**src/rtl/color_sensor_decoder.sv**
```systemverilog
// color_sensor_decoder
//   Drives a TCS3200-style colour sensor. The filter selects step through
//   red, green and blue. Sensor pulses are counted in a fixed window for each
//   filter. The dominant colour is published as a 2-bit code
//   (0 none, 1 red, 2 green, 3 blue) once it has been stable.
//
// Ports
//   clk_1MHz     in   system clock
//   reset        in   asynchronous, active-high reset
//   enable       in   1 = measure continuously, 0 = idle
//   sensor_out   in   sensor frequency output (asynchronous)
//   s0, s1       out  frequency scaling select, fixed at 20 %
//   s2, s3       out  photodiode filter select
//   color        out  decided colour code
//   color_valid  out  one-cycle pulse when color changes value
//
// FSM states
//   state    | meaning
//   IDLE     | waiting for enable, red filter selected
//   R_SETTLE | red filter selected, sensor output settling
//   R_COUNT  | counting red pulses
//   G_SETTLE | green filter selected, sensor output settling
//   G_COUNT  | counting green pulses
//   B_SETTLE | blue filter selected, sensor output settling
//   B_COUNT  | counting blue pulses
//   DECIDE   | pick candidate colour, update stability and output

module color_sensor_decoder #(
  parameter int SETTLE_CYCLES = 100,
  parameter int WINDOW_CYCLES = 1000,
  parameter int CNT_W         = 12,
  parameter int MIN_COUNT     = 20,
  parameter int STABLE_N      = 2
) (
  input  logic       clk_1MHz,
  input  logic       reset,
  input  logic       enable,
  input  logic       sensor_out,
  output logic       s0,
  output logic       s1,
  output logic       s2,
  output logic       s3,
  output logic [1:0] color,
  output logic       color_valid
);

  localparam int TMR_MAX = (WINDOW_CYCLES > SETTLE_CYCLES) ? WINDOW_CYCLES : SETTLE_CYCLES;
  localparam int TMR_W   = $clog2(TMR_MAX + 1);
  localparam int SW      = $clog2(STABLE_N + 1);

  localparam logic [TMR_W-1:0] SETTLE_LD = TMR_W'(SETTLE_CYCLES - 1);
  localparam logic [TMR_W-1:0] WINDOW_LD = TMR_W'(WINDOW_CYCLES - 1);
  localparam logic [CNT_W-1:0] CNT_MAX   = '1;
  localparam logic [SW-1:0]    STAB_MAX  = SW'(STABLE_N);

  typedef enum logic [2:0] {
    IDLE,
    R_SETTLE,
    R_COUNT,
    G_SETTLE,
    G_COUNT,
    B_SETTLE,
    B_COUNT,
    DECIDE
  } state_t;

  state_t state, state_next;

  logic [TMR_W-1:0] timer, timer_next;
  logic             timer_tc;

  logic [2:0]       cnt_clr;
  logic [2:0]       cnt_en;
  logic             decide_en;

  logic             sync1, sync2, sync_prev;
  logic             pulse;

  logic [CNT_W-1:0] cnt [3];
  logic [CNT_W-1:0] max_rg, cnt_max;
  logic [1:0]       cand;

  logic [1:0]       prev_cand;
  logic [SW-1:0]    stab_cnt;
  logic [SW-1:0]    stab_inc, stab_new;

  logic [1:0]       filt_next;

  assign s0 = 1'b1;
  assign s1 = 1'b0;

  // Two-flop synchroniser followed by a rising-edge detect.
  always_ff @(posedge clk_1MHz or posedge reset) begin
    if (reset) begin
      sync1     <= 1'b0;
      sync2     <= 1'b0;
      sync_prev <= 1'b0;
    end else begin
      sync1     <= sensor_out;
      sync2     <= sync1;
      sync_prev <= sync2;
    end
  end

  assign pulse = sync2 & ~sync_prev;

  always_ff @(posedge clk_1MHz or posedge reset) begin
    if (reset) begin
      state <= IDLE;
      timer <= '0;
    end else begin
      state <= state_next;
      timer <= timer_next;
    end
  end

  assign timer_tc = (timer == '0);

  always_comb begin
    state_next = state;
    timer_next = timer;
    cnt_clr    = 3'b000;
    cnt_en     = 3'b000;
    decide_en  = 1'b0;
    if (!timer_tc)
      timer_next = timer - TMR_W'(1);

    case (state)
      IDLE: begin
        if (enable) begin
          state_next = R_SETTLE;
          timer_next = SETTLE_LD;
        end
      end
      R_SETTLE: begin
        if (timer_tc) begin
          state_next = R_COUNT;
          timer_next = WINDOW_LD;
          cnt_clr[0] = 1'b1;
        end
      end
      R_COUNT: begin
        cnt_en[0] = 1'b1;
        if (timer_tc) begin
          state_next = G_SETTLE;
          timer_next = SETTLE_LD;
        end
      end
      G_SETTLE: begin
        if (timer_tc) begin
          state_next = G_COUNT;
          timer_next = WINDOW_LD;
          cnt_clr[1] = 1'b1;
        end
      end
      G_COUNT: begin
        cnt_en[1] = 1'b1;
        if (timer_tc) begin
          state_next = B_SETTLE;
          timer_next = SETTLE_LD;
        end
      end
      B_SETTLE: begin
        if (timer_tc) begin
          state_next = B_COUNT;
          timer_next = WINDOW_LD;
          cnt_clr[2] = 1'b1;
        end
      end
      B_COUNT: begin
        cnt_en[2] = 1'b1;
        if (timer_tc) begin
          state_next = DECIDE;
          timer_next = '0;
        end
      end
      DECIDE: begin
        decide_en  = 1'b1;
        state_next = R_SETTLE;
        timer_next = SETTLE_LD;
      end
      default: begin
        state_next = IDLE;
        timer_next = '0;
      end
    endcase

    // Dropping enable abandons the measurement. A DECIDE cycle with
    // enable low makes no decision.
    if (!enable) begin
      state_next = IDLE;
      timer_next = '0;
      decide_en  = 1'b0;
    end
  end

  // The filter select is registered from the next state. This keeps the
  // pins glitch-free and aligned with the state register.
  always_comb begin
    filt_next = 2'b00;
    case (state_next)
      G_SETTLE, G_COUNT: filt_next = 2'b11;
      B_SETTLE, B_COUNT: filt_next = 2'b01;
      default:           filt_next = 2'b00;
    endcase
  end

  always_ff @(posedge clk_1MHz or posedge reset) begin
    if (reset) begin
      s2 <= 1'b0;
      s3 <= 1'b0;
    end else begin
      s2 <= filt_next[1];
      s3 <= filt_next[0];
    end
  end

  // Per-channel saturating pulse counters. Each counter is cleared on the
  // last settle cycle, so the first count cycle starts from zero.
  always_ff @(posedge clk_1MHz or posedge reset) begin
    if (reset) begin
      cnt <= '{default: '0};
    end else begin
      for (int i = 0; i < 3; i++) begin
        if (cnt_clr[i])
          cnt[i] <= '0;
        else if (cnt_en[i] && pulse && (cnt[i] != CNT_MAX))
          cnt[i] <= cnt[i] + CNT_W'(1);
      end
    end
  end

  // The candidate favours red, then green, then blue when counts tie.
  always_comb begin
    max_rg  = (cnt[0] >= cnt[1]) ? cnt[0] : cnt[1];
    cnt_max = (max_rg >= cnt[2]) ? max_rg : cnt[2];
    cand    = 2'd0;
    if (int'(cnt_max) < MIN_COUNT)
      cand = 2'd0;
    else if (cnt[0] == cnt_max)
      cand = 2'd1;
    else if (cnt[1] == cnt_max)
      cand = 2'd2;
    else
      cand = 2'd3;
  end

  always_comb begin
    stab_inc = (stab_cnt == STAB_MAX) ? STAB_MAX : stab_cnt + SW'(1);
    stab_new = (cand == prev_cand) ? stab_inc : SW'(1);
  end

  always_ff @(posedge clk_1MHz or posedge reset) begin
    if (reset) begin
      prev_cand   <= 2'd0;
      stab_cnt    <= '0;
      color       <= 2'd0;
      color_valid <= 1'b0;
    end else begin
      color_valid <= 1'b0;
      if (!enable) begin
        stab_cnt <= '0;
      end else if (decide_en) begin
        prev_cand <= cand;
        stab_cnt  <= stab_new;
        if ((stab_new == STAB_MAX) && (cand != color)) begin
          color       <= cand;
          color_valid <= 1'b1;
        end
      end
    end
  end

endmodule

```
**config.mk**
```make
export PLATFORM = sky130hd
export DESIGN_NAME = color_sensor_decoder
export DESIGN_NICKNAME = d
export VERILOG_FILES = /design/src/rtl/color_sensor_decoder.sv
export SDC_FILE = /design/constraint.sdc
export NUM_CORES = 1
export LEC_CHECK = 0
export CAP_MARGIN = 20
export CORE_MARGIN = 10
export CORE_UTILIZATION = 60
export CTS_CLUSTER_DIAMETER = 120
export DETAILED_ROUTE_END_ITERATION = 16
export DONT_BUFFER_PORTS = 1
export GPL_TIMING_DRIVEN = 0
export PLACE_DENSITY = 0.76
export SETUP_SLACK_MARGIN = 0.02
export SYNTH_ARGS = -nofsm -noshare
export SYNTH_HDL_FRONTEND = slang
export SYNTH_SLANG_ARGS = --single-unit
```
**constraint.sdc**
```tcl
create_clock -name clk_1MHz -period 15.93 [get_ports clk_1MHz]
set_clock_uncertainty 0.2 [all_clocks]
set_input_delay 3.186 -clock clk_1MHz [delete_from_list [all_inputs] [get_ports clk_1MHz]]
set_output_delay 3.186 -clock clk_1MHz [all_outputs]
set_load 0.03 [all_outputs]
```
# --- Yosys cells after proc, flatten, opt, wreduce, memory -nomap -nowiden ---
# Index checks and enable logic that the tools add are counted.
op_classes:
  n_reduce_logical: 19
  n_eq_ne: 21
  n_bitwise: 2
  muxes: 41
  n_lt_le_gt_ge: 3
  n_addsub: 5
ops:
  columns: ["operator", "count"]
  rows:
  - ["12-bit 2-to-1 mux", 8]
  - ["10-bit 2-to-1 mux", 4]
  - ["10-bit case mux with 4 select lines", 1]
  - ["12-bit by 1-bit adder with 12-bit output (second input constant)", 3]
  - ["12-bit inequality test (second input constant)", 3]
  - ["12-bit equality test", 2]
  - ["12-bit greater-or-equal comparator", 2]
  - ["3-bit equality test (second input constant)", 7]
  - ["3-bit 2-to-1 mux", 7]
  - ["3-bit case mux with 7 select lines", 1]
  - ["1-bit 2-to-1 mux", 13]
  - ["12-bit by 5-bit less-than comparator with 1-bit output (second input constant)", 1]
  - ["2-bit 2-to-1 mux", 6]
  - ["10-bit zero test", 1]
  - ["10-bit by 1-bit subtractor with 10-bit output (second input constant)", 1]
  - ["3-bit by 2-bit equality test with 1-bit output (second input constant)", 3]
  - ["2-bit OR reduction", 4]
  - ["1-bit logical AND", 7]
  - ["2-bit nonzero test", 3]
  - ["2-bit equality test (second input constant)", 2]
  - ["2-bit case mux with 2 select lines", 1]
  - ["3-bit by 1-bit equality test with 1-bit output (second input constant)", 1]
  - ["3-bit zero test", 1]
  - ["3-bit AND reduction", 1]
  - ["8 further kinds", 8]
totals:
  word_cells: 105
  input_bits: 4
  output_inout_bits: 7
  ff_bits: 61

# --- Longest topological paths before layout ---
# Gate-level depths: netlist of run 1.
depth:
  ltp_word: 15
  mapped_depth: 21
  mapped_depth_nobuf: 19

# --- Least setup slack after synthesis of run 1 ---
# OpenSTA, ideal clock, no wires.
synth_timing:
  path_kind: "register to register"
  startpoint: "register cnt[24] in the netlist's numbering"
  endpoint: "register color[0]"
  required_ps: 15605
  path_stages_with_launch: 21
  setup_ps: 125
  path_slack_ps: 10471
  t_arrival_ps: 5134
  path_cell_list: "dfrtp_1 -> inv_1 -> ha_1 -> nand2b_4 -> a2111oi_4 -> o31ai_2 -> a2111oi_4 -> clkbuf_1 -> mux2_2 -> ha_1 -> nand2_1 -> o21ai_0 -> a41oi_1 -> o211ai_1 -> clkbuf_1 -> o311ai_1 -> a22oi_1 -> nand4b_1 -> o211ai_1 -> o211a_1 -> mux2_4"
synth_via:
  elab_chain_cells: 13
  word_cells_on_any_way: 16
  cone_classes: "order compare: 3; eq/ne: 5; mux: 6; reduce/logical: 2"
synth_lines:
  columns: ["item", "line", "text"]
  rows:
  - ["start, declared", "79", "logic [CNT_W-1:0] cnt [3];"]
  - ["start signal, assigned by index", "228", "cnt[i] <= cnt[i] + CNT_W'(1);"]
  - ["branches (longest 7 deep; another with 12-bit greater-or-equal comparator)", null, null]
  - ["2-bit 2-to-1 mux *", "238", "if (int'(cnt_max) < MIN_COUNT)"]
  - ["2-bit equality test", "250", "stab_new = (cand == prev_cand) ? stab_inc : SW'(1);"]
  - ["2-bit 2-to-1 mux", "250", null]
  - ["2-bit equality test", "266", "if ((stab_new == STAB_MAX) && (cand != color)) begin"]
  - ["1-bit logical AND", "266", null]
  - ["3-bit AND reduction (no source line)", null, null]
  - ["end signal, assigned", "267", "color <= cand;"]
  - ["end, declared", "43", "output logic [1:0] color,"]
# Mark *: on every way between the ends.
# A chain may end at the register's enable or synchronous reset.

# --- Final worst setup path of run 1 ---
layout_timing:
  startpoint: "register cnt[24] in the netlist's numbering"
  endpoint: "register color[1]"
# Same word-level chain as after synthesis.

==> results of run 1 <==
-- registers in the layout, summed over array words and instances, names as in the netlist, 2 cells and up --
name,flops
prev_cand,2
stab_cnt,2
timer,10
state,3
color,2
cnt,36
-- final timing paths --
| kind | from | endpoint | slack (ns) | cells past startpoint |
|---|---|---|---|---|
| setup / recovery | cnt[24] | color[1] | 9.35 | 20 |
| min in group asynchronous | reset | timer[4] | 2.50 | 1 |
| hold / removal | sync1 | sync2 | 0.15 | 0 |
| max in group asynchronous | reset | cnt[11] | 12.46 | 2 |
| hold reg to reg | sync1 | sync2 | 0.15 | 0 |
| setup reg to reg | cnt[24] | color[1] | 9.35 | 20 |
-- cell families after synthesis --
family                   share of synthesized area (%)
AO/OA/AOI/OAI                                     12.0
XOR/XNOR                                          14.5
adder cells (fa/ha/maj)                           8.24
buffers and inverters                             5.91
flip-flops                                        34.7
multiplexers                                      4.01
other                                            0.171
AND/OR/NAND/NOR                                   20.5
-- report_power, final --
| group | switching [W] | internal (W) | total [W] |
|---|---|---|---|
| Sequential | 0.00000563 | 0.000159 | 0.000165 |
| Clock | 0.0000619 | 0.0000680 | 0.000130 |
| Combinational | 0.0000299 | 0.0000212 | 0.0000511 |
-- layout make-up --
type                    instances  area, sq um
inverters                      32          120
clock inverters                 3         20.0
clock buffers                  12          165
multi-input cells             375         2620
flip-flops and latches         61         1530
repair buffers                  2         25.0
plain buffers                  35          140
well taps                      99          124
fillers                       609         2440
-- per-layer routing --
layer | global-route usage [%] | vias to the layer above
met5 | 0 | -
met3 | 4.51 | 24
met2 | 27.9 | 79
met4 | 7.64 | 0
li1 | - | 1753
met1 | 22.4 | 1706
-- synthesized netlist by cell type (all sizes together) (4+ instances only) --
library cell  instances
nor4                 11
nor3                 17
o211ai                4
nor2                 53
inv                  32
o21ai                16
nand2b                4
buf                   4
ha                   29
xor2                 36
nand2                39
mux2                 15
xnor2                37
clkbuf               31
nand3                18
or3                   4
and3                  9
a21oi                21
dfrtp                61
nand4                11
-- metrics by stage --
step	hold slack, ns	cells	util, %	total power [W]
final	0.148	619	66.0	0.000346
after floorplan	0.131	503	-	0.000208
after global placement	0.133	602	63.1	0.000217
after global routing	0.159	619	66.0	0.000363
after detailed placement	0.136	603	63.4	0.000219
after CTS	0.151	618	66.0	0.000348
-- worst register-to-register path, cell delays in order, from the launching register on --
cell and delay (ns):
dfrtp_1 0.46, inv_1 0.13, ha_1 0.29, nand2b_4 0.15, a2111oi_4 0.34, o31ai_2 0.15, a2111oi_4 0.64, clkbuf_1 0.49
mux2_2 0.40, ha_1 0.27, nand2_1 0.04, o21ai_0 0.20, a41oi_1 0.17, o211ai_1 0.38, clkbuf_1 0.37, o211ai_1 0.25
a22oi_1 0.52, nand4b_1 0.17, o211ai_1 0.26, o211a_1 0.26, mux2_4 0.31
==> results.md, run 1 <==
* Peak supply drop at 46.8 uV
* Slowest stage delay, CP at 0.64 ns
* Initial core utilization at 61.4%
* Ant diodes at 0
* Vias in the first global route at 3,492
* Cells after synthesis at 503
* Status: completed
* Fin. max-slew vios at 0
* # H-tree levels at 3
* Top cell type's share of synthesized area at 34.7%
* Worst skew pair latency at 0.35 ns
* Setup crit end kind: register
* Yosys reg bits at 61
* Critical path class: reg2reg
* Die Span Y at 106 um
* Critical path's slowest cell: a2111oi_4
* Final Cycle Share at 41.3%
* Detailed Route Iter0 Violations at 207
* Worst EP required at 15.96 ns
* Commonest non-fill, non-tap cell in the layout: dfrtp_1
* Layout cells sized above 1 at 8.65%
* DRT Wirelength at 9.60 mm
* HP Class: reg2reg
* Io pins at 11
* Largest area contributor in the netlist: dfrtp_1
* Crit path buffers/inverters at 3
* CP Cell Sequence: inv_1, ha_1, nand2b_4, a2111oi_4, o31ai_2, a2111oi_4, clkbuf_1, mux2_2, ha_1, nand2_1, o21ai_0, a41oi_1, o211ai_1, clkbuf_1, o211ai_1, a22oi_1, nand4b_1, o211ai_1, o211a_1, mux2_4
* Synth cell types at 55
* Syn avg cell area at 8.76 sq um
* Startpoint types: register
* Max Cap Violations at 0
* Mean number of vias per cell at 5.75
* Mean routed wirelength per cell at 15.5 um
* Actual slew at the worst max-slew pin at 0.854 ns
* Nets@finish at 549
* Post-cts resize count at 0
* DP Wirelength at 7.31 mm
* PortBufs at 0
* Pre-CTS setup slack at 9.39 ns
* Most used cell along the critical path: o211ai_1
* Setup_tns at 0 ns
* Top_reg_cell synth: dfrtp_1
* Largest net degree at the start of global routing at 43
* Final ANT Viol Nets at 0
* Core area at 0.00718 sq mm
* Initial antenna violation count at 0
* FFs w/ async S/R, synth at 100%
* CTS clk-pin slew, worst paths at 0.07 ns
* Worst Path Arrival at 6.61 ns
* CTS tree: yes
* Post-synth EDFFs at 0
* Seq/Total Area, Yosys at 34.7%
* Die ar. at 0.0112 sq mm
* # hold bufs at CTS at 0
* Total grt overflow at 0
* Worst slew margin at 42.6%
* Post-synth net total at 536
* Tmin final at 6.58 ns
* Clock tree sinks at 61
* Num rows at 31
* First-pass GRT wire length at 16.5 mm
* GRT Total Usage at 17.7%
* Leakage at 2.21 nW
* DRT Pass-1 Iters at 4
* Dpl cell area at 0.00455 sq mm
* Synth warn at 0
* Final instance area at 0.00474 sq mm
* Clk root buf: clkbuf_8
* Die W at 106 um
* Final WS setup at 9.35 ns
* TritonCTS Buffers at 9
* CTS max path bufs at 2
* Post-Synthesis Cell Area at 0.00440 sq mm
* Post-CTS setup buffers at 0
* Top layer in use: met4
* Top Family by Delay on Critical Path: compound AO/OA/AOI/OAI gates
* M1 WL at 4.49 mm
* Peak Freq at 0.152 GHz
* Ranking of synthesized cells by area: dfrtp_1 (35%), ha_1 (8.2%), xnor2_1 (7.4%)
* WL met2 at 4.40 mm
* Final hold viol count at 0
* Drc violations at 0
* Met3 WL post-DR at 394 um
* Commonest cells after routing, fill and taps aside: dfrtp_1 (61), nor2_1 (52), nand2_1 (39), xnor2_1 (37), xor2_1 (36)
* RSZ-0062 raised after global routing: false
* PwrDens at 73.0 mW/mm^2
* Vias at 3,562
* RePlAce Congestion at 1.02
* Final-report setup violation count at 0
* Area Growth Syn to Fin at 7.59%
* Critical path fanouts, max at 10
Note: power is estimated with default switching activity, not from simulation.
==> run 2, diff against run 1 <==
Clock period 15.93 ns to 6.1 ns, I/O delays scaled along.
==> run 2 against run 1 <==
Clock power rose to 2.6 times the previous value; die area unchanged; largest cell class unchanged; critical path depth is the same; largest power group unchanged; non-clock buffer count grew 3; sequential share of layout area down 0.27 points.
==> results.md, run 2 (same netlist as run 1, synthesis figures left out) <==
* Die ar. at 0.0112 sq mm (unchanged)
* Mean routed wirelength per cell at 15.6 um (+0.34%)
* Worst slew margin at 42.5% (-0.097 points)
* Final hold viol count at 0 (unchanged)
* Setup_tns at 0 ns (unchanged)
* Largest net degree at the start of global routing at 43 (unchanged)
* HP Class: reg2reg
* Register area at 0.00153 sq mm (unchanged)
* Detailed Route Iter0 Violations at 201 (-2.9%)
* Die Span Y at 106 um (unchanged)
* CTS tree: yes
* Commonest cells after routing, fill and taps aside: dfrtp_1 (61), nor2_1 (52), nand2_1 (39), xnor2_1 (37), xor2_1 (36)
* Critical path fanouts, max at 10 (unchanged)
* CTS clk-pin slew, worst paths at 0.07 ns (about the same)
* Comb power frac at 15.1% (+0.3 points)
* Hold Slack at 0.149 ns (+0.000818 ns)
* Status: completed
* Peak supply drop at 128 uV (+170%)
* Area Growth Syn to Fin at 8.49%
* Clk pwr share at 37.3% (-0.2 points)
* P_int at 0.000651 W (+160%)
* Initial antenna violation count at 0 (unchanged)
* Setup crit end kind: register
* Layout Cells excl Fill at 622 (+0.48%)
* Max reg flops at 36 (unchanged)
* DRT Pass-1 Iters at 4 (unchanged)
* PortBufs at 0 (unchanged)
* PwrDens at 190 mW/mm^2 (+160%)
* Sw frac at 28.1% (-0.077 points)
* Nets@finish at 552 (+0.55%)
* # H-tree levels at 3 (unchanged)
* Multi-input gate area at 0.00262 sq mm (+0.19%)
* Ant diodes at 0 (unchanged)
* Fill cells at 593 (-2.6%)
* Worst skew pair latency at 0.35 ns (about the same)
* First-pass GRT wire length at 16.5 mm (+0.29%)
* Largest regs: cnt (36), timer (10), state (3)
* P_sw at 0.000254 W (+160%)
* Slowest stage delay, CP at 0.48 ns (-0.16 ns)
* Final ANT Viol Nets at 0 (unchanged)
* DRT Wirelength at 9.68 mm (+0.82%)
* Final WS setup at 0.305 ns (-9.05 ns)
* # placed instances at 603 (unchanged)
* Fin. max-slew vios at 0 (unchanged)
* Max Cap Violations at 0 (unchanged)
* Sequential share of power at 47.6% (about the same)
* Critical path's slowest cell: a2111o_1
* Num rows at 31 (unchanged)
* CP Cell Sequence: inv_1, ha_1, nand2b_4, a2111oi_4, o31ai_2, a2111oi_4, buf_4, mux2_2, ha_1, nand2_1, o21ai_0, a41oi_1, o211ai_1, clkbuf_2, o21ai_0, a2111o_1, nand4bb_1, o211ai_1, o211a_1, mux2_4
* Worst Path Arrival at 5.83 ns (-0.78 ns)
* Startpoint types: register
* Vias at 3,571 (+0.25%)
* Final Cycle Share at 95.0% (+54 points)
* Worst EP required at 6.13 ns (-9.83 ns)
* Leakage at 2.24 nW (+1.4%)
* DP Wirelength at 7.31 mm (unchanged)
* Core Util, Final at 66.6% (+0.56 points)
* Mean number of vias per cell at 5.74 (-0.23%)
* Commonest non-fill, non-tap cell in the layout: dfrtp_1
* Core area at 0.00718 sq mm (unchanged)
* RSZ-0062 raised after global routing: false
* Clock tree sinks at 61 (unchanged)
* Initial core utilization at 61.4% (unchanged)
* Pre-CTS setup slack at -0.436 ns (-9.83 ns)
* RePlAce Congestion at 1.02 (unchanged)
* Actual slew at the worst max-slew pin at 0.856 ns (+0.00144 ns)
* Peak Freq at 0.173 GHz (+14%)
* Final-report setup violation count at 0 (unchanged)
* Clk root buf: clkbuf_8
* Critical path class: reg2reg
* Top reg by flops: cnt
* GRT Total Usage at 17.8% (+0.076 points)
* Drc violations at 0 (unchanged)
* Die W at 106 um (unchanged)
* Total grt overflow at 0 (unchanged)
* Vias in the first global route at 3,495 (+0.086%)
* Tmin final at 5.79 ns (-0.783 ns)
* Layout cells sized above 1 at 10.1% (+1.5 points)
* CTS max path bufs at 2 (unchanged)
* Io pins at 11 (unchanged)
* TritonCTS Buffers at 9 (unchanged)
-- run 2: power groups by stage --
| stage | Clock [W] | Sequential, W | Combinational (W) |
|---|---|---|---|
| floorplan | 0 | 0.000435 | 0.000108 |
| finish | 0.000338 | 0.000431 | 0.000136 |
| global route | 0.000364 | 0.000433 | 0.000155 |
| detailed placement | 0 | 0.000439 | 0.000133 |
| CTS | 0.000345 | 0.000431 | 0.000135 |
| global placement | 0 | 0.000438 | 0.000128 |
-- run 2: routing by layer --
layer | wire, um | GRT usage (%)
met1 | 4530 | 22.6
met2 | 4490 | 28.0
met3 | 397 | 4.51
met4 | 265 | 7.64
met5 | 0 | 0
-- run 2: worst paths after layout --
path / startpoint / to / slack, ns / cells after the start
min in group asynchronous: reset / timer[4] / 0.54 / 1
min reg2reg: sync1 / sync2 / 0.15 / 0
max in group asynchronous: reset / cnt[11] / 4.60 / 2
max reg2reg: cnt[24] / color[1] / 0.31 / 20
min: sync1 / sync2 / 0.15 / 0
max: cnt[24] / color[1] / 0.31 / 20
-- run 2: layout make-up --
class                           instances  share of cell area (%)
Buffer                                 33                    2.88
Clock buffer                           12                    3.46
Clock inverter                          3                   0.419
Inverter                               32                    2.51
Multi-Input combinational cell        375                    54.9
Sequential cell                        61                    31.9
Tap cell                               99                    2.59
Timing Repair Buffer                    7                    1.31
-- run 2: worst max-delay path: cells and delay by family (launching register included) --
family / cells / cell delay, ns
AO/OA/AOI/OAI: 10 / 2.68
adder cells (fa/ha/maj): 2 / 0.59
buffers and inverters: 3 / 0.65
flip-flops: 1 / 0.46
multiplexers: 2 / 0.67
AND/OR/NAND/NOR: 3 / 0.42
-- run 2: through the flow --
| stage | cell area [sq um] | power, W |
|---|---|---|
| after floorplan | 4400 | 0.000543 |
| after global placement | 4530 | 0.000566 |
| after CTS | 4750 | 0.000911 |
| after global routing | 4780 | 0.000952 |
| final | 4780 | 0.000906 |
| after detailed placement | 4550 | 0.000571 |
-- run 2: timing repair --
| action | CTS | global route |
|---|---|---|
| hold buffers | 0 | 0 |
| setup buffers | 1 | 4 |
| endpoints found under the setup margin | 4 | 4 |
| pin swaps | 1 | 2 |
| resized for setup | 2 | 5 |
